<file path="src/rtl/goertzel_bin_engine_pkg.sv">
// Shared fixed-point constants and FSM state encoding for the Goertzel bin engine
// and its multiplier.
package goertzel_bin_engine_pkg;

    localparam int Q_FRAC   = 14;
    localparam int SAMPLE_W = 16;

    typedef enum logic [1:0] {
        IDLE = 2'd0,
        MUL  = 2'd1,
        ACC  = 2'd2,
        FIN  = 2'd3
    } state_e;

endpackage

</file>
<file path="src/rtl/goertzel_bin_engine_mul.sv">
// Registered 16x16 signed Q2.14 multiply with clock enable; truncates the product
// to bits [29:14] with no rounding or saturation.
module fix14_mul16
    import goertzel_bin_engine_pkg::*;
(
    input  logic                       clk,
    input  logic                       rst_n,
    input  logic                       en_i,
    input  logic signed [SAMPLE_W-1:0] a_i,
    input  logic signed [SAMPLE_W-1:0] b_i,
    output logic        [SAMPLE_W-1:0] p_o
);

    logic signed [2*SAMPLE_W-1:0] prod;
    logic        [SAMPLE_W-1:0]   p_q;
    logic                         unused_prod_bits;

    assign prod = a_i * b_i;
    // Integer bits above Q2.14 and the fractional tail are discarded by design.
    assign unused_prod_bits = ^{prod[2*SAMPLE_W-1:Q_FRAC+SAMPLE_W], prod[Q_FRAC-1:0]};

    always_ff @(posedge clk or negedge rst_n) begin
        if (!rst_n) begin
            p_q <= '0;
        end else if (en_i) begin
            p_q <= prod[Q_FRAC+SAMPLE_W-1:Q_FRAC];
        end
    end

    assign p_o = p_q;

endmodule

</file>
<file path="src/rtl/goertzel_bin_engine.sv">
// Single-bin Goertzel recursion over an external sample buffer; two enabled cycles
// per sample (MUL then ACC), final states latched into T1/T2 on FIN.
module goertzel_bin_engine
    import goertzel_bin_engine_pkg::*;
#(
    parameter int D_W         = 8,
    parameter int NUM_SAMPLES = 512,
    parameter int NS_BITS     = 9,
    parameter int OFFSET_BIN  = 1
) (
    input  logic                sys_clk,
    input  logic                rst_n,
    input  logic                enable,
    input  logic                start,
    input  logic [SAMPLE_W-1:0] coeff,
    input  logic [D_W-1:0]      data_n,
    output logic [NS_BITS-1:0]  read_address,
    output logic                read_enable,
    output logic [SAMPLE_W-1:0] T1,
    output logic [SAMPLE_W-1:0] T2,
    output logic                ready,
    output logic                done
);

    localparam logic [NS_BITS-1:0] LAST_ADDR = NS_BITS'(NUM_SAMPLES - 1);

    state_e                state_q, state_d;
    logic [SAMPLE_W-1:0]   s1_q, s1_d, s2_q, s2_d;
    logic [SAMPLE_W-1:0]   t1_q, t1_d, t2_q, t2_d;
    logic [NS_BITS-1:0]    addr_q, addr_d;
    logic                  ren_q, ren_d;
    logic                  ready_q, ready_d;
    logic                  done_q, done_d;
    logic [D_W-1:0]        samp_raw;
    logic [SAMPLE_W-1:0]   x_val;
    logic [SAMPLE_W-1:0]   s0;
    logic [SAMPLE_W-1:0]   mult_out;

    generate
        if (OFFSET_BIN != 0) begin : g_offset
            assign samp_raw = {~data_n[D_W-1], data_n[D_W-2:0]};
        end else begin : g_twos
            assign samp_raw = data_n;
        end
    endgenerate

    assign x_val = SAMPLE_W'($signed(samp_raw));

    // Product of s1 and coeff is captured in MUL and consumed in the following ACC.
    fix14_mul16 u_mul (
        .clk   (sys_clk),
        .rst_n (rst_n),
        .en_i  (enable && (state_q == MUL)),
        .a_i   (s1_q),
        .b_i   (coeff),
        .p_o   (mult_out)
    );

    always_comb begin
        state_d = state_q;
        s1_d    = s1_q;
        s2_d    = s2_q;
        t1_d    = t1_q;
        t2_d    = t2_q;
        addr_d  = addr_q;
        ren_d   = ren_q;
        ready_d = ready_q;
        done_d  = 1'b0;
        s0      = x_val + mult_out - s2_q;
        unique case (state_q)
            IDLE: begin
                if (start) begin
                    s1_d    = '0;
                    s2_d    = '0;
                    addr_d  = '0;
                    ren_d   = 1'b1;
                    ready_d = 1'b0;
                    state_d = MUL;
                end
            end
            MUL: begin
                state_d = ACC;
            end
            ACC: begin
                s2_d = s1_q;
                s1_d = s0;
                if (addr_q == LAST_ADDR) begin
                    state_d = FIN;
                end else begin
                    addr_d  = addr_q + NS_BITS'(1);
                    state_d = MUL;
                end
            end
            FIN: begin
                t1_d    = s1_q;
                t2_d    = s2_q;
                done_d  = 1'b1;
                ren_d   = 1'b0;
                ready_d = 1'b1;
                state_d = IDLE;
            end
            default: state_d = IDLE;
        endcase
    end

    always_ff @(posedge sys_clk or negedge rst_n) begin
        if (!rst_n) begin
            state_q <= IDLE;
            s1_q    <= '0;
            s2_q    <= '0;
            t1_q    <= '0;
            t2_q    <= '0;
            addr_q  <= '0;
            ren_q   <= 1'b0;
            ready_q <= 1'b1;
            done_q  <= 1'b0;
        end else if (enable) begin
            state_q <= state_d;
            s1_q    <= s1_d;
            s2_q    <= s2_d;
            t1_q    <= t1_d;
            t2_q    <= t2_d;
            addr_q  <= addr_d;
            ren_q   <= ren_d;
            ready_q <= ready_d;
            done_q  <= done_d;
        end
    end

    assign read_address = addr_q;
    assign read_enable  = ren_q;
    assign T1           = t1_q;
    assign T2           = t2_q;
    assign ready        = ready_q;
    assign done         = done_q;

endmodule

</file>
<file path="config.mk">
export PLATFORM = sky130hd
export DESIGN_NAME = goertzel_bin_engine
export DESIGN_NICKNAME = d
export VERILOG_FILES = /design/src/rtl/goertzel_bin_engine_pkg.sv /design/src/rtl/goertzel_bin_engine_mul.sv /design/src/rtl/goertzel_bin_engine.sv
export SDC_FILE = /design/constraint.sdc
export NUM_CORES = 1
export LEC_CHECK = 0
export CORE_AREA = 2 2 217 219
export DETAILED_ROUTE_END_ITERATION = 8
export DIE_AREA = 0 0 219 221
export MAX_ROUTING_LAYER = met4
export PLACE_DENSITY = 0.5
export SLEW_MARGIN = 20
export SYNTH_ARGS = -nofsm -noshare
export SYNTH_HDL_FRONTEND = slang
export SYNTH_SLANG_ARGS = --single-unit
</file>
<file path="constraint.sdc">
create_clock -name sys_clk -period 8 [get_ports sys_clk]
set_input_delay 2.4 -clock sys_clk [delete_from_list [all_inputs] [get_ports sys_clk]]
set_output_delay 2.4 -clock sys_clk [all_outputs]
set_load 0.01 [all_outputs]
</file>
==> results of run 1 <==
-- final timing paths --
path / start / to / cells after the start
max: coeff[1] / u_mul.p_o[9] / 21
min: u_mul.p_o[0] / u_mul.p_o[0] / 2
max reg2reg: s1_q[6] / u_mul.p_o[9] / 21
min reg2reg: u_mul.p_o[0] / u_mul.p_o[0] / 2
max in group asynchronous: rst_n / s1_q[15] / 2
min in group asynchronous: rst_n / read_enable / 1
-- final cells by class --
type	count	area (um^2)
multi-input combinational	939	10100
fill	4775	29900
clock inverter	3	21.3
clock buffer	13	250
tap	607	759
timing repair buffer	155	1500
sequential	94	2350
inverter	318	1200
-- through the flow --
stage | area [um^2] | worst slack (ns) | util [%]
finish | 16200 | 0.191 | 35.1
global route | 16200 | -0.0260 | 35.1
CTS | 15900 | 0.0174 | 34.6
detailed placement | 15700 | -0.412 | 34.0
global placement | 15700 | -0.311 | 34.0
floorplan | 13700 | 0.238 | -
-- sequential cells by signal, summed over array words and instances, names as in the netlist --
signal	flops
u_mul.p_o	16
T2	16
read_enable	1
s1_q	16
s2_q	16
T1	16
done	1
state_q	2
read_address	9
ready	1
-- layout by cell type (no fill, tap or decap), drive strengths merged, types with 18 or more instances in the layout --
cell type        n
xnor2           27
a22o            18
nand2          162
a21oi           23
mux2            25
dfrtp           93
o21ai           50
buf             85
clkdlybuf4s50   64
inv            318
ha              94
and2           128
nor2            29
xor2            23
fa             262
-- worst max-delay path, cell delays in order --
cell and delay [ns]:
clkdlybuf4s50_1 0.47, buf_6 0.16, nand2_1 0.09, fa_1 0.57, fa_1 0.51, fa_1 0.51, inv_1 0.05, fa_1 0.49
fa_1 0.49, inv_1 0.05, fa_1 0.51, inv_1 0.05, ha_1 0.29, nand4_1 0.17, nor2_1 0.07, and3_4 0.18
o311ai_4 0.30, a21oi_2 0.11, o21a_1 0.20, o21a_1 0.17, o31ai_1 0.19
-- logic make-up after synthesis --
logic type	Yosys count	synth area share, %
AND/OR/NAND/NOR	373	13.5
multiplexers	26	2.12
flip-flops	94	17.2
AO/OA/AOI/OAI	134	6.72
XOR/XNOR	50	3.19
buffers and inverters	382	10.5
adder cells (fa/ha/maj)	356	46.8
-- what timing repair did --
item	4_1_cts	5_1_grt
hold buffers	0	0
gates resized for setup	2	49
pin swaps	1	38
endpoints found under the setup margin	4	15
cloned	0	1
setup buffers	0	3
-- per-layer routing --
layer	routed length (um)	part of all wire (%)	up-vias
met5	0	0	-
met4	580	1.8	0
met3	868	2.6	35
met2	16100	49	131
met1	15400	47	4974
li1	-	-	4457
==> impl_metrics.py, run 1 <==
metrics = {
    "placement": {
        "place_inst": 2109,
        "place_congestion": 0.843,
        "io_buffers": 71,
        "dpl.hpwl_mm": 26.2,
    },
    "clocking": {
        "clock_path_buffers": 2,
        "cts.sinks": 94,
        "cts_root_buffer": "clkbuf_16",
        "cts_tree": "done",
        "htree_levels": 3,
        "path_clk_slew_ns": 0.07,
        "clk_latency_ns": 0.36,
        "cts_made_buffers": 9,
    },
    "global_routing": {
        "grt_max_degree": 49,
        "grt_util_met1_pct": 20.4,
        "first_global_vias": 10400,
        "use_met2_pct": 23.8,
        "grt_antenna_before_repair": 1,
        "grt-ovfl-total": 0,
        "grt_usage_pct": 14.9,
        "grt_use_met3_pct": 1.59,
        "grt_pass1_wl_mm": 55.2,
        "top_usage_layer": "met2",
    },
    "setup_path": {
        "path_max_fanout": 8,
        "cp_data_required_time_ns": 8.26,
        "startpoint_type": "input pin",
        "end_kind": "flip-flop",
        "regToRegSetupSlack_ns": 1.66,
        "cp_data_arrival_time_ns": 8.07,
        "critical_path_class": "input pin to flip-flop",
    },
    "floorplan": {
        "start_util_pct": 29.8,
        "fp.dieArea_um2": 48400,
        "die_y_um": 221,
        "core_um2": 46100,
        "die_w_um": 219,
        "ios": 72,
        "rows": 79,
    },
    "detailed_routing": {
        "vias_per_cell": 4.51,
        "antenna_left": 0,
        "totalWireLength_mm": 33.0,
        "post-route-drc-count": 0,
        "wl_per_cell_um": 15.5,
        "vias": 9597,
        "firstDrtPassIters": 5,
        "dr.first_iter.drc_count": 400,
    },
    "yosys": {
        "ys_warn_count": 0,
        "synth_seq_cells": 94,
        "synth-edff-count": 0,
        "synthArstFlopShare_pct": 100,
        "syn_avg_cell_area_um2": 9.70,
        "synth_seq_area_share_pct": 17.2,
        "yosys-top-cells-area": "fa_1, dfrtp_1, inv_1",
        "synthFlopType": "dfrtp_1",
        "syn_inst": 1415,
        "synthesis.area_um2": 13700,
        "postSynthNetCount": 1799,
        "synth_most_common_cell": "inv_1",
        "ys_types": 53,
        "yosys-top-cells-count": "inv_1, fa_1, nand2_1, and2_1, ha_1",
        "synth_largest_area_cell": "fa_1",
        "synth_top_area_share_pct": 38.2,
    },
    "timing": {
        "setup_violations": 0,
        "whs_ns": 0.492,
        "finalClockSkew_ns": 0.0107,
        "rsz0062_at_grt": "yes",
        "drv_slew": 0,
        "worst_slew_pin_slew_ns": 1.13,
        "fin_crit_ns": 7.81,
        "period_share_pct": 97.6,
        "fin_tns_setup_ns": 0,
        "slew_headroom_pct": 25.0,
        "fmax_mhz": 128,
        "hold_violations": 0,
    },
    "cells_and_area": {
        "fin_nets": 1901,
        "fin_cells": 2129,
        "diodes": 0,
        "area_growth_pct": 18.0,
        "drive_gt1_share_pct": 11.5,
    },
    "run_status": {
        "status": "completed",
    },
    "run": {
        "max-cap-violations": 0,
    },
    "hold_path": {
        "hold_path.class": "flip-flop to flip-flop",
    },
}
Power of run 1 is not shown: default switching activity piles up to over one toggle a cycle in this logic, so the estimate is an artifact.
==> run 2: changes to the inputs <==
- PLACE_DENSITY: 0.5 -> 0.56
==> run 2 against run 1 <==
  * Sequential share of layout area about the same
  * First-iteration DRC count up 41%
  * Global-route usage shrank 0.35 points
  * Non-clock buffer count increased by 11
  * Final area is 0.19% higher
  * Maximum frequency down 0.37%
  * Critical endpoint is now u_mul.p_o[15]
==> impl_metrics.py, run 2 (same netlist as run 1, synthesis figures left out) <==
metrics = {
    "run_status": {
        "status": "completed",
    },
    "timing": {
        "fin_tns_setup_ns": 0,
        "worst_slew_pin_slew_ns": 1.02,
        "period_share_pct": 98.0,
        "drv_slew": 0,
        "whs_ns": 0.489,
        "hold_violations": 0,
        "fin_crit_ns": 7.84,
        "finalClockSkew_ns": 0.00704,
        "slew_headroom_pct": 31.8,
        "fmax_mhz": 128,
        "worst_slack_ns": 0.162,
        "setup_violations": 0,
    },
    "floorplan": {
        "rows": 79,
        "start_util_pct": 29.8,
        "ios": 72,
        "core_um2": 46100,
        "fp.dieArea_um2": 48400,
        "die_y_um": 221,
        "die_w_um": 219,
    },
    "cells_and_area": {
        "area_growth_pct": 18.2,
        "most-common-layout-cells": "inv_1, fa_1, nand2_1",
        "drive_gt1_share_pct": 11.8,
        "layout_commonest_cell": "inv_1",
        "fin_area_um2": 16200,
        "fin_nets": 1912,
    },
    "setup_path": {
        "end_kind": "flip-flop",
        "cp_data_arrival_time_ns": 8.07,
        "critical_path_class": "input pin to flip-flop",
        "path_max_fanout": 6,
        "startpoint_type": "input pin",
        "endpoint": "u_mul.p_o[15]",
        "r2r_start": "s1_q[8]",
        "regToRegSetupSlack_ns": 1.76,
        "r2r-end": "u_mul.p_o[15]",
        "critPathLaunch": "coeff[1]",
        "reg2regPathDepth": 20,
        "cp_data_required_time_ns": 8.23,
    },
    "detailed_routing": {
        "dr.first_iter.drc_count": 564,
        "met3WireLength_um": 851,
        "wl_met2_mm": 16.2,
        "vias": 9667,
        "firstDrtPassIters": 5,
        "antenna_left": 0,
        "post-route-drc-count": 0,
        "vias_per_cell": 4.52,
        "wl_per_cell_um": 15.1,
        "totalWireLength_mm": 32.2,
        "met1_length_mm": 14.6,
        "top_layer_used": "met4",
    },
    "clocking": {
        "clock_path_buffers": 2,
        "clk_latency_ns": 0.35,
        "cts.sinks": 94,
        "cts_tree": "done",
        "cts_made_buffers": 9,
        "path_clk_slew_ns": 0.07,
        "htree_levels": 3,
        "cts_root_buffer": "clkbuf_16",
    },
    "global_routing": {
        "grt_usage_pct": 14.5,
        "grt-ovfl-total": 0,
        "grt_antenna_before_repair": 0,
        "grt_pass1_wl_mm": 54.7,
        "first_global_vias": 10600,
        "grt_max_degree": 51,
    },
    "hold_path": {
        "hold_path.class": "flip-flop to flip-flop",
    },
    "placement": {
        "place_congestion": 0.863,
        "dpl.hpwl_mm": 26.1,
        "placed_cell_area_um2": 15700,
        "dp_slack_ns": -0.381,
        "io_buffers": 71,
    },
    "run": {
        "max-cap-violations": 0,
    },
}
[run 2: changes by cell type in the layout (fill, tap and decap cells not counted), sizes merged]
cell           before  now
clkdlybuf4s50      64   65
diode               0    1
bufinv              0    3
clkinvlp            2    1
dlygate4sd2         0    1
buf                85   96
inv               318  320
dlymetal6s2s        6    4
clkbuf             13    9
clkinv              1    0
[run 2: critical path, stage by stage]
cell             delay (ns)
clkdlybuf4s50_1        0.48
buf_6                  0.15
nand2_1                0.10
inv_2                  0.13
fa_2                   0.46
buf_4                  0.18
fa_1                   0.50
fa_1                   0.44
fa_1                   0.52
fa_1                   0.50
inv_1                  0.05
fa_1                   0.48
inv_1                  0.04
ha_1                   0.31
nand3_1                0.10
a2bb2oi_2              0.16
nand3_2                0.10
a32oi_2                0.27
a31oi_1                0.12
buf_4                  0.17
a31oi_2                0.18
xnor2_1                0.14
o21ai_1                0.08
[run 2: area by class of cell]
| class | instances | area (um^2) |
|---|---|---|
| inverter | 318 | 1190 |
| tap | 607 | 759 |
| fill | 4743 | 29800 |
| clock buffer | 9 | 225 |
| antenna | 1 | 2.50 |
| timing repair buffer | 166 | 1520 |
| multi-input combinational | 939 | 10100 |
| clock inverter | 6 | 118 |
| sequential | 94 | 2350 |
[run 2: how the worst min path moves through the flow]
stage                            start           end  slack (ns)  cells past startpoint
after floorplan           u_mul.p_o[5]  u_mul.p_o[5]        0.45                      2
after global routing      u_mul.p_o[4]  u_mul.p_o[4]        0.51                      1
after global placement          T2[12]        T2[12]        0.47                      2
final                            ready         ready        0.49                      2
after detailed placement  u_mul.p_o[4]  u_mul.p_o[4]        0.47                      1
after CTS                        ready         ready        0.49                      2
[run 2: stage by stage]
stage / utilization [%] / cells
2_1_floorplan: - / 1415
3_3_place_gp: 34.0 / 2119
3_5_place_dp: 34.0 / 2119
4_1_cts: 34.8 / 2134
5_1_grt: 35.2 / 2139
6_report: 35.2 / 2140
[run 2: what timing repair did]
action,CTS,global route
pin swaps,1,38
hold buffers,0,0
endpoints found under the setup margin,3,11
setup buffers,0,4
cloned,0,1
gates resized for setup,3,42
[run 2: metal layers]
layer,vias to the layer above,track usage (%)
li1,4469,-
met1,5020,19.3
met2,144,24.2
met3,34,1.53
met4,0,2.59
met5,-,-
Power of run 2 is left out for the same reason.
